==> src/rtl/if_stage_prefetch.sv <==
`default_nettype none
//==============================================================================
// if_stage_prefetch : instruction-fetch stage with a credit-limited prefetch queue
// Optional macro IF_PERF_COUNTERS_EN adds saturating performance counters.
// Revision: 1.0
//==============================================================================
module if_stage_prefetch #(
    parameter int unsigned              BIT_NUMBER = 32,
    parameter int unsigned              FIFO_DEPTH = 4,
    parameter logic [BIT_NUMBER-1:0]    RESET_PC   = '0,
    parameter logic [BIT_NUMBER-1:0]    PC_STEP    = BIT_NUMBER'(4)
) (
    input  logic                    clk,
    input  logic                    rst,
    input  logic                    freeze,
    input  logic                    branch_taken,
    input  logic [BIT_NUMBER-1:0]   branch_address,
    output logic                    imem_req,
    output logic [BIT_NUMBER-1:0]   imem_addr,
    input  logic                    imem_gnt,
    input  logic                    imem_rvalid,
    input  logic [BIT_NUMBER-1:0]   imem_rdata,
    output logic                    if_valid,
    output logic [BIT_NUMBER-1:0]   instruction,
    output logic [BIT_NUMBER-1:0]   pc
`ifdef IF_PERF_COUNTERS_EN
    ,
    output logic [31:0]             perf_fetched,
    output logic [31:0]             perf_squashed,
    output logic [31:0]             perf_empty_cycles
`endif
);

    localparam int unsigned         c_PTR_W     = $clog2(FIFO_DEPTH);
    localparam int unsigned         c_CNT_W     = $clog2(FIFO_DEPTH + 1);
    localparam logic [c_CNT_W:0]    c_DEPTH_EXT = (c_CNT_W + 1)'(FIFO_DEPTH);
    localparam logic [c_CNT_W-1:0]  c_DEPTH_CNT = c_CNT_W'(FIFO_DEPTH);
    localparam logic [c_PTR_W-1:0]  c_PTR_ONE   = c_PTR_W'(1);

    logic [BIT_NUMBER-1:0]  r_fetch_pc;
    logic [BIT_NUMBER-1:0]  r_q_instr [FIFO_DEPTH];
    logic [BIT_NUMBER-1:0]  r_q_pc    [FIFO_DEPTH];
    logic [BIT_NUMBER-1:0]  r_af_addr [FIFO_DEPTH];
    logic [c_PTR_W-1:0]     r_rd_ptr, r_wr_ptr, r_af_rd, r_af_wr;
    logic [c_CNT_W-1:0]     r_count, r_outstanding, r_drop;
    logic                   r_run;

    logic                   w_if_valid, w_issue, w_discard, w_push, w_pop;
    logic [c_CNT_W-1:0]     w_out_after_rsp;

    assign w_if_valid      = (r_count != '0);
    assign w_issue         = imem_req && imem_gnt;
    assign w_discard       = imem_rvalid && (r_drop != '0);
    assign w_push          = imem_rvalid && (r_drop == '0);
    assign w_pop           = w_if_valid && !freeze;
    assign w_out_after_rsp = r_outstanding - c_CNT_W'(imem_rvalid);

    // Credit: buffered plus in-flight words never exceed the queue size
    assign imem_req  = r_run && !branch_taken &&
                       (({1'b0, r_count} + {1'b0, r_outstanding}) < c_DEPTH_EXT);
    assign imem_addr = r_fetch_pc;

    assign if_valid    = w_if_valid;
    assign instruction = w_if_valid ? r_q_instr[r_rd_ptr] : '0;
    assign pc          = w_if_valid ? (r_q_pc[r_rd_ptr] + PC_STEP) : '0;

    always_ff @(posedge clk or negedge rst) begin
        if (!rst) begin
            r_run         <= 1'b0;
            r_fetch_pc    <= RESET_PC;
            r_rd_ptr      <= '0;
            r_wr_ptr      <= '0;
            r_af_rd       <= '0;
            r_af_wr       <= '0;
            r_count       <= '0;
            r_outstanding <= '0;
            r_drop        <= '0;
        end else begin
            r_run <= 1'b1;
            if (branch_taken) begin
                // Everything still in flight belongs to the old path
                r_fetch_pc    <= branch_address;
                r_rd_ptr      <= '0;
                r_wr_ptr      <= '0;
                r_af_rd       <= '0;
                r_af_wr       <= '0;
                r_count       <= '0;
                r_outstanding <= w_out_after_rsp;
                r_drop        <= w_out_after_rsp;
            end else begin
                if (w_issue) begin
                    r_fetch_pc <= r_fetch_pc + PC_STEP;
                    r_af_wr    <= r_af_wr + c_PTR_ONE;
                end
                if (w_push) begin
                    r_wr_ptr <= r_wr_ptr + c_PTR_ONE;
                    r_af_rd  <= r_af_rd + c_PTR_ONE;
                end
                if (w_pop) begin
                    r_rd_ptr <= r_rd_ptr + c_PTR_ONE;
                end
                r_outstanding <= r_outstanding + c_CNT_W'(w_issue) - c_CNT_W'(imem_rvalid);
                r_drop        <= r_drop - c_CNT_W'(w_discard);
                r_count       <= r_count + c_CNT_W'(w_push) - c_CNT_W'(w_pop);
            end
        end
    end

    always_ff @(posedge clk) begin
        if (!branch_taken && w_issue) begin
            r_af_addr[r_af_wr] <= r_fetch_pc;
        end
        if (!branch_taken && w_push) begin
            r_q_instr[r_wr_ptr] <= imem_rdata;
            r_q_pc[r_wr_ptr]    <= r_af_addr[r_af_rd];
        end
    end

`ifndef SYNTHESIS
    always_ff @(posedge clk) begin
        if (rst && !branch_taken && w_push) begin
            assert (r_count != c_DEPTH_CNT);
        end
    end
`endif

`ifdef IF_PERF_COUNTERS_EN
    logic [c_CNT_W:0]   w_sq_inc;
    logic [32:0]        w_sq_sum;

    assign w_sq_inc = branch_taken ? ({1'b0, r_count} + (c_CNT_W + 1)'(imem_rvalid))
                                   : (c_CNT_W + 1)'(w_discard);
    assign w_sq_sum = {1'b0, perf_squashed} + 33'(w_sq_inc);

    always_ff @(posedge clk or negedge rst) begin
        if (!rst) begin
            perf_fetched      <= '0;
            perf_squashed     <= '0;
            perf_empty_cycles <= '0;
        end else begin
            if (w_issue && (perf_fetched != '1)) begin
                perf_fetched <= perf_fetched + 32'd1;
            end
            perf_squashed <= w_sq_sum[32] ? '1 : w_sq_sum[31:0];
            if (!w_if_valid && !branch_taken && (perf_empty_cycles != '1)) begin
                perf_empty_cycles <= perf_empty_cycles + 32'd1;
            end
        end
    end
`endif

endmodule
`default_nettype wire

==> config.mk <==
export PLATFORM = sky130hd
export DESIGN_NAME = if_stage_prefetch
export DESIGN_NICKNAME = d
export VERILOG_FILES = /design/src/rtl/if_stage_prefetch.sv
export SDC_FILE = /design/constraint.sdc
export NUM_CORES = 1
export LEC_CHECK = 0
export ABC_CLOCK_PERIOD_IN_PS = 8100
export CAP_MARGIN = 40
export CORE_MARGIN = 1
export CORE_UTILIZATION = 35
export CTS_CLUSTER_SIZE = 12
export DETAILED_ROUTE_END_ITERATION = 12
export SLEW_MARGIN = 20
export SYNTH_ARGS = -nofsm -noshare
export SYNTH_HDL_FRONTEND = slang
export SYNTH_SLANG_ARGS = --single-unit
==> constraint.sdc <==
create_clock -name clk -period 8.1 [get_ports clk]
set_input_delay 1.215 -clock clk [delete_from_list [all_inputs] [get_ports clk]]
set_output_delay 1.215 -clock clk [all_outputs]
set_load 0.02 [all_outputs]
==> results of run 1 <==
-- metrics by stage --
| step | hold WS [ns] | std cells | util | total power [mW] | area [um^2] |
|---|---|---|---|---|---|
| floorplan | 0.484 | 1009 | - | 3.80 | 17900 |
| CTS | 0.526 | 1902 | 0.435 | 6.53 | 21900 |
| global placement | 0.509 | 1815 | 0.404 | 4.51 | 20400 |
| finish | 0.527 | 1902 | 0.435 | 6.45 | 21900 |
| global route | 0.533 | 1902 | 0.435 | 6.74 | 21900 |
| detailed placement | 0.518 | 1822 | 0.407 | 4.54 | 20500 |
-- kinds of logic (layout without fill, tap and decap cells) --
logic type	after synthesis	count (layout)
xor+xnor	27	27
other cells	1	1
compound gates	96	96
mux	104	104
buf+inv	75	296
flops	434	434
simple gates	250	250
fa+ha+maj	22	22
-- registers in the layout (all words and copies together), names as in the netlist --
register and count:
r_af_wr 2, r_q_instr 128, r_q_pc 128, r_drop 3, r_run 1, imem_addr 32
r_outstanding 3, r_af_rd 2, r_wr_ptr 2, r_count 3, r_af_addr 128, r_rd_ptr 2
-- worst min path at each step --
stage,from,to,depth (start not counted)
global placement,r_outstanding[2]$_DFF_PN0_,r_outstanding[2]$_DFF_PN0_,1
floorplan,r_outstanding[2]$_DFF_PN0_,r_outstanding[2]$_DFF_PN0_,1
finish,r_outstanding[2]$_DFF_PN0_,r_outstanding[2]$_DFF_PN0_,1
CTS,r_outstanding[2]$_DFF_PN0_,r_outstanding[2]$_DFF_PN0_,1
detailed placement,r_outstanding[2]$_DFF_PN0_,r_outstanding[2]$_DFF_PN0_,1
global route,r_outstanding[2]$_DFF_PN0_,r_outstanding[2]$_DFF_PN0_,1
-- Yosys cell counts, types with 2 or more instances --
cell	instances	area share
edfxtp_1	384	0.64
mux4_2	72	0.090
nand2_1	59	0.012
and2_1	52	0.018
dfrtp_1	50	0.070
nor2_1	35	0.0073
clkbuf_1	32	0.0067
nand3_1	31	0.0087
o21ai_0	26	0.0073
mux4_1	24	0.035
inv_1	23	0.0048
xor2_1	21	0.010
a21oi_1	20	0.0056
ha_1	20	0.014
nand4_1	15	0.0052
and3_1	12	0.0042
nor3_1	11	0.0031
o31ai_1	10	0.0042
or4_1	9	0.0038
a31oi_1	8	0.0028
buf_1	8	0.0017
o211ai_1	8	0.0034
o311ai_0	8	0.0039
buf_2	7	0.0020
mux2i_1	6	0.0034
xnor2_1	6	0.0029
and4_1	5	0.0024
nor4_1	4	0.0014
or3_1	4	0.0014
a221o_1	3	0.0017
or2_2	3	0.0010
a21o_1	2	0.00084
a32oi_1	2	0.00098
a41o_1	2	0.0011
buf_6	2	0.0013
fa_1	2	0.0022
mux2_2	2	0.0013
nand3_2	2	0.0011
nor2b_1	2	0.00070
o21a_1	2	0.00084
-- critical path: stages, from the launching register on --
cell and delay, ns:
dfrtp_4 0.91, buf_4 0.59, mux4_1 0.39, and4_1 0.35
nand3_1 0.44, or4_1 0.55, a21oi_1 0.22, clkdlybuf4s50_1 0.64
-- power breakdown --
part / internal (mW) / switching [mW] / total, mW
Clock: 1.15 / 0.826 / 1.98
Combinational: 0.808 / 0.889 / 1.70
Sequential: 2.60 / 0.173 / 2.77
-- layer usage --
layer,share of wire,vias to the layer above
met1,0.47,4926
met3,0.055,58
met5,0,-
li1,-,4418
met4,0.021,0
met2,0.45,307
-- cell type report --
class | instances | area share
timing repair buffer | 193 | 0.0888
tap | 672 | 0.0384
multi-input combinational | 500 | 0.221
inverter | 23 | 0.00394
sequential | 434 | 0.584
clock inverter | 16 | 0.00617
clock buffer | 64 | 0.0580
==> metrics.cfg, run 1 <==
[outcome]
status = finished, final reports clean

[final_layout]
multi_input_area_um2 = 4830
nNetsFinal = 1290
seqCellArea_um2 = 12800
area_growth_pct = 22.2
fill_cells = 4432
layout_commonest_cell = edfxtp_1
layout_common_cells = 384 x edfxtp_1, 165 x clkdlybuf4s50_1, 72 x mux4_2, 59 x nand2_1, 48 x and2_1
diodes = 0
layout-drive-gt1-share = 0.146

[timing]
min_period_ns = 5.92
setup_tns_ns = 0
slew_violations = 0
rsz0062_at_grt = no
worst_slack_ns = 2.18
clock-skew-final_ns = 0.0110
setup_viol = 0
min_period_over_period = 0.731
slew-limit-headroom = 0.508
worst_slew_pin_slew_ns = 0.738
fmax_mhz = 169
hold_violations = 0

[synthesis]
yosys.area_share.simple = 0.0741
synth_ff_type = edfxtp_1
synth_top_family_by_area = multiplexers
synthArstFlopShare = 0.115
syn_area_per_cell_um2 = 17.8
yosys.area_share.adder = 0.0162
ys_ff_latch = 434
synth.cell_area_um2 = 17900
synthCells = 1009
synthMuxAreaShare = 0.130
ys_warn_count = 0
synth-edff-count = 384
synth_fp_nets = 1101
yosys.area_share.xor_xnor = 0.0132
synth_compound_area_frac = 0.0348
ys_types = 55
yosysSeqAreaShare = 0.713

[setup_path]
crit_start = r_rd_ptr[0]$_DFFE_PN0P_
reg2reg_from = r_count[2]$_DFF_PN0_
arrival_ns = 4.71
end_kind = output pin
cp.required_ns = 6.88
reg2reg_depth = 11
critPathLaunchType = flop
ff2ff_setup_slack_ns = 4.71
path_class = flop to output pin
worstReg2RegEnd = r_outstanding[2]$_DFF_PN0_
crit_fanout = 39
critPathCapture = pc[19]

[floorplanning]
core_region_area_um2 = 50400
boundaryPins = 168
dieArea_um2 = 52100
start_util = 0.356
rows = 82
die_h_um = 228
die_x_um = 228

[power]
p_leak_nw = 7.15
powerDensity_nw_per_um2 = 294
ir_drop_mv = 0.122

[placed_design]
place_ws_ns = 2.72
port-buffer-count = 167
dp.final_hpwl_um = 24200
gp_congestion = 0.827

[grt]
grt.total_usage = 0.149
grt_pass1_vias = 10100
grt_pass1_wl_um = 60200
use_met1 = 0.213
met2_usage = 0.228
top_usage_layer = met2
grt_use_met3 = 0.0298
grt_overflow = 0
antenna_found_initial = 0
grt_max_degree = 58

[clock_network]
holdBufCountCts = 0
cts_resized = 0
cts_tree = yes
cts.sinks = 434
htree_levels = 2
cts_setup_buffers = 0
clock_latency_ns = 0.56
numCtsBuffers = 46
cts-root-buf = clkbuf_16
cts.reportedPaths.clkPinSlew_ns = 0.06
clock_path_buffers = 3

[route]
viasPerCell = 5.10
first_iter_violations = 613
remaining_drc_errors = 0
vias = 9709
drt.antenna.violating_nets = 0
drtPass1Iterations = 5
wl_um = 38400
wl_per_cell_um = 20.2

[worst_hold_path]
min_path_type = flop to flop

[run]
max_cap_violations = 0

Note: power is estimated with default switching activity, not from simulation.
==> inputs of run 2 (changes only) <==
Settings changed: ABC_CLOCK_PERIOD_IN_PS 8100 to 5900.
Clock period 8.1 ns to 5.9 ns, I/O delays scaled along.
==> run 2 against run 1 <==
Clock power increased by 45%. Clock skew increased by 0.0015 ns. Via count increased by 0.76%. Register-to-register slack got worse by 2.4 ns. Critical path type unchanged. Largest cell class unchanged. Highest routed layer unchanged.
==> metrics.cfg, run 2 (same netlist as run 1, synthesis figures left out) <==
[outcome]
status = finished, final reports clean  ; unchanged

[placed_design]
dpl-instance-area_um2 = 20500  ; about the same
dp.final_hpwl_um = 24500  ; was 24200 um
port-buffer-count = 167  ; unchanged
gp_congestion = 0.822  ; was 0.827
place_ws_ns = 1.41  ; was 2.72 ns

[final_layout]
layout_commonest_cell = edfxtp_1  ; unchanged
largest_registers = r_af_addr x128, r_q_instr x128, r_q_pc x128  ; unchanged
nNetsFinal = 1294  ; was 1290
layout-drive-gt1-share = 0.152  ; was 0.146
layout_common_cells = 384 x edfxtp_1, 165 x clkdlybuf4s50_1, 72 x mux4_2, 59 x nand2_1, 48 x clkbuf_16  ; was 384 x edfxtp_1, 165 x clkdlybuf4s50_1, 72 x mux4_2, 59 x nand2_1, 48 x and2_1
area_growth_pct = 22.9  ; was 22.2%
fill_cells = 4368  ; was 4432
fin_area_um2 = 22000  ; was 21900 um^2
seqCellArea_um2 = 12800  ; about the same
multi_input_area_um2 = 4830  ; about the same
diodes = 0  ; unchanged

[setup_path]
worstPathCellList = buf_4 -> mux4_1 -> and4_1 -> nand3_1 -> or4_1 -> a21oi_1 -> clkdlybuf4s50_1  ; unchanged
reg2reg_depth = 13  ; was 11
cp.required_ns = 5.02  ; was 6.88 ns
end_kind = output pin  ; unchanged
path_class = flop to output pin  ; unchanged
critPathMaxStageDelay_ns = 0.74  ; was 0.91 ns
cp_num_buf_inv = 2  ; unchanged
crit_fanout = 21  ; was 39
critPathSlowestCell = dfrtp_2  ; was dfrtp_4
ff2ff_setup_slack_ns = 2.30  ; was 4.71 ns
critPathLaunchType = flop  ; unchanged
worstReg2RegEnd = r_outstanding[2]$_DFF_PN0_  ; unchanged
arrival_ns = 4.11  ; was 4.71 ns
reg2reg_from = r_count[2]$_DFF_PN0_  ; unchanged
cp_num_cells = 7  ; unchanged
critPathTopFamily = simple AND/OR/NAND/NOR gates  ; unchanged

[grt]
grt_overflow = 0  ; unchanged
grt_max_degree = 57  ; was 58
grt_pass1_wl_um = 59700  ; was 60200 um
grt_pass1_vias = 9947  ; was 10100
antenna_found_initial = 0  ; unchanged
grt.total_usage = 0.149  ; about the same

[timing]
slew_violations = 0  ; unchanged
fmax_mhz = 200
slew-limit-headroom = 0.494  ; was 0.508
worst_slew_pin_slew_ns = 0.753  ; was 0.738 ns
whs_ns = 0.436  ; was 0.527 ns
setup_viol = 0  ; unchanged
clock-skew-final_ns = 0.0124  ; was 0.0110 ns
min_period_ns = 4.99
setup_tns_ns = 0  ; unchanged
rsz0062_at_grt = no  ; unchanged
hold_violations = 0  ; unchanged
worst_slack_ns = 0.905  ; was 2.18 ns
min_period_over_period = 0.847

[route]
routed.top_layer = met4  ; unchanged
drt.antenna.violating_nets = 0  ; unchanged
viasPerCell = 5.13  ; was 5.10
remaining_drc_errors = 0  ; unchanged
first_iter_violations = 581  ; was 613
wl_um = 38700  ; was 38400 um
wl_met2_um = 17500  ; was 17300 um
wl_met1_um = 18300  ; was 18200 um
wl_per_cell_um = 20.3  ; was 20.2 um
vias = 9783  ; was 9709
drtPass1Iterations = 5  ; unchanged
route.met3.wl_um = 2080  ; was 2100 um

[floorplanning]
die_x_um = 228  ; unchanged
core_region_area_um2 = 50400  ; unchanged
start_util = 0.356  ; unchanged
rows = 82  ; unchanged
boundaryPins = 168  ; unchanged
die_h_um = 228  ; unchanged
dieArea_um2 = 52100  ; unchanged

[clock_network]
htree_levels = 2  ; unchanged
numCtsBuffers = 47  ; was 46
clock_latency_ns = 0.58  ; was 0.56 ns
holdBufCountCts = 0  ; unchanged
cts.reportedPaths.clkPinSlew_ns = 0.06  ; about the same
cts_tree = yes  ; unchanged
cts_resized = 0  ; unchanged
clock_path_buffers = 3  ; unchanged
cts-root-buf = clkbuf_16  ; unchanged
cts_setup_buffers = 0  ; unchanged
cts.sinks = 434  ; unchanged

[worst_hold_path]
min_path_type = input pin to async pin  ; was flop to flop

[power]
ir_drop_mv = 0.193  ; was 0.122 mV
power_mw = 9.04  ; was 6.45 mW
p_leak_nw = 7.21  ; was 7.15 nW
powerDensity_nw_per_um2 = 411  ; was 294 nW/um^2

[run]
max_cap_violations = 0  ; unchanged

==> run 2: changes by cell type in the layout (fill, tap and decap cells not counted), sizes merged <==
cell / change
inv: -1
clkbuf: -5
clkinvlp: -1
bufinv: +3
clkinv: +5
buf: +3
==> run 2: where the power goes <==
group	internal [mW]	leakage, nW	switching, mW
registers	3.56	4.08	0.191
logic	1.13	2.40	1.29
clock network	1.71	0.729	1.16
total	6.41	7.21	2.63
==> run 2: per-stage QoR <==
step,utilization,std cells
global placement,0.405,1818
floorplan,-,1009
finish,0.437,1906
global route,0.437,1906
detailed placement,0.408,1825
CTS,0.437,1906
==> run 2: worst max-delay path by stage <==
stage | endpoint | startpoint
after floorplan | pc[29] | r_rd_ptr[0]$_DFFE_PN0P_
after global placement | pc[21] | r_rd_ptr[0]$_DFFE_PN0P_
after detailed placement | pc[21] | r_rd_ptr[1]$_DFFE_PN0P_
after CTS | pc[21] | r_rd_ptr[1]$_DFFE_PN0P_
after global routing | pc[21] | r_rd_ptr[1]$_DFFE_PN0P_
final | pc[21] | r_rd_ptr[1]$_DFFE_PN0P_
==> run 2: area by class of cell <==
class                      count  area share
sequential                   434       0.581
multi-input combinational    500       0.219
timing repair buffer         196      0.0898
clock buffer                  59      0.0569
tap                          672      0.0382
clock inverter                22      0.0110
inverter                      23     0.00392
==> run 2: routing by layer <==
| layer | vias to the layer above | track usage |
|---|---|---|
| li1 | 4439 | - |
| met1 | 4960 | 0.213 |
| met2 | 327 | 0.229 |
| met3 | 57 | 0.0318 |
| met4 | 0 | 0.0443 |
| met5 | - | 0 |
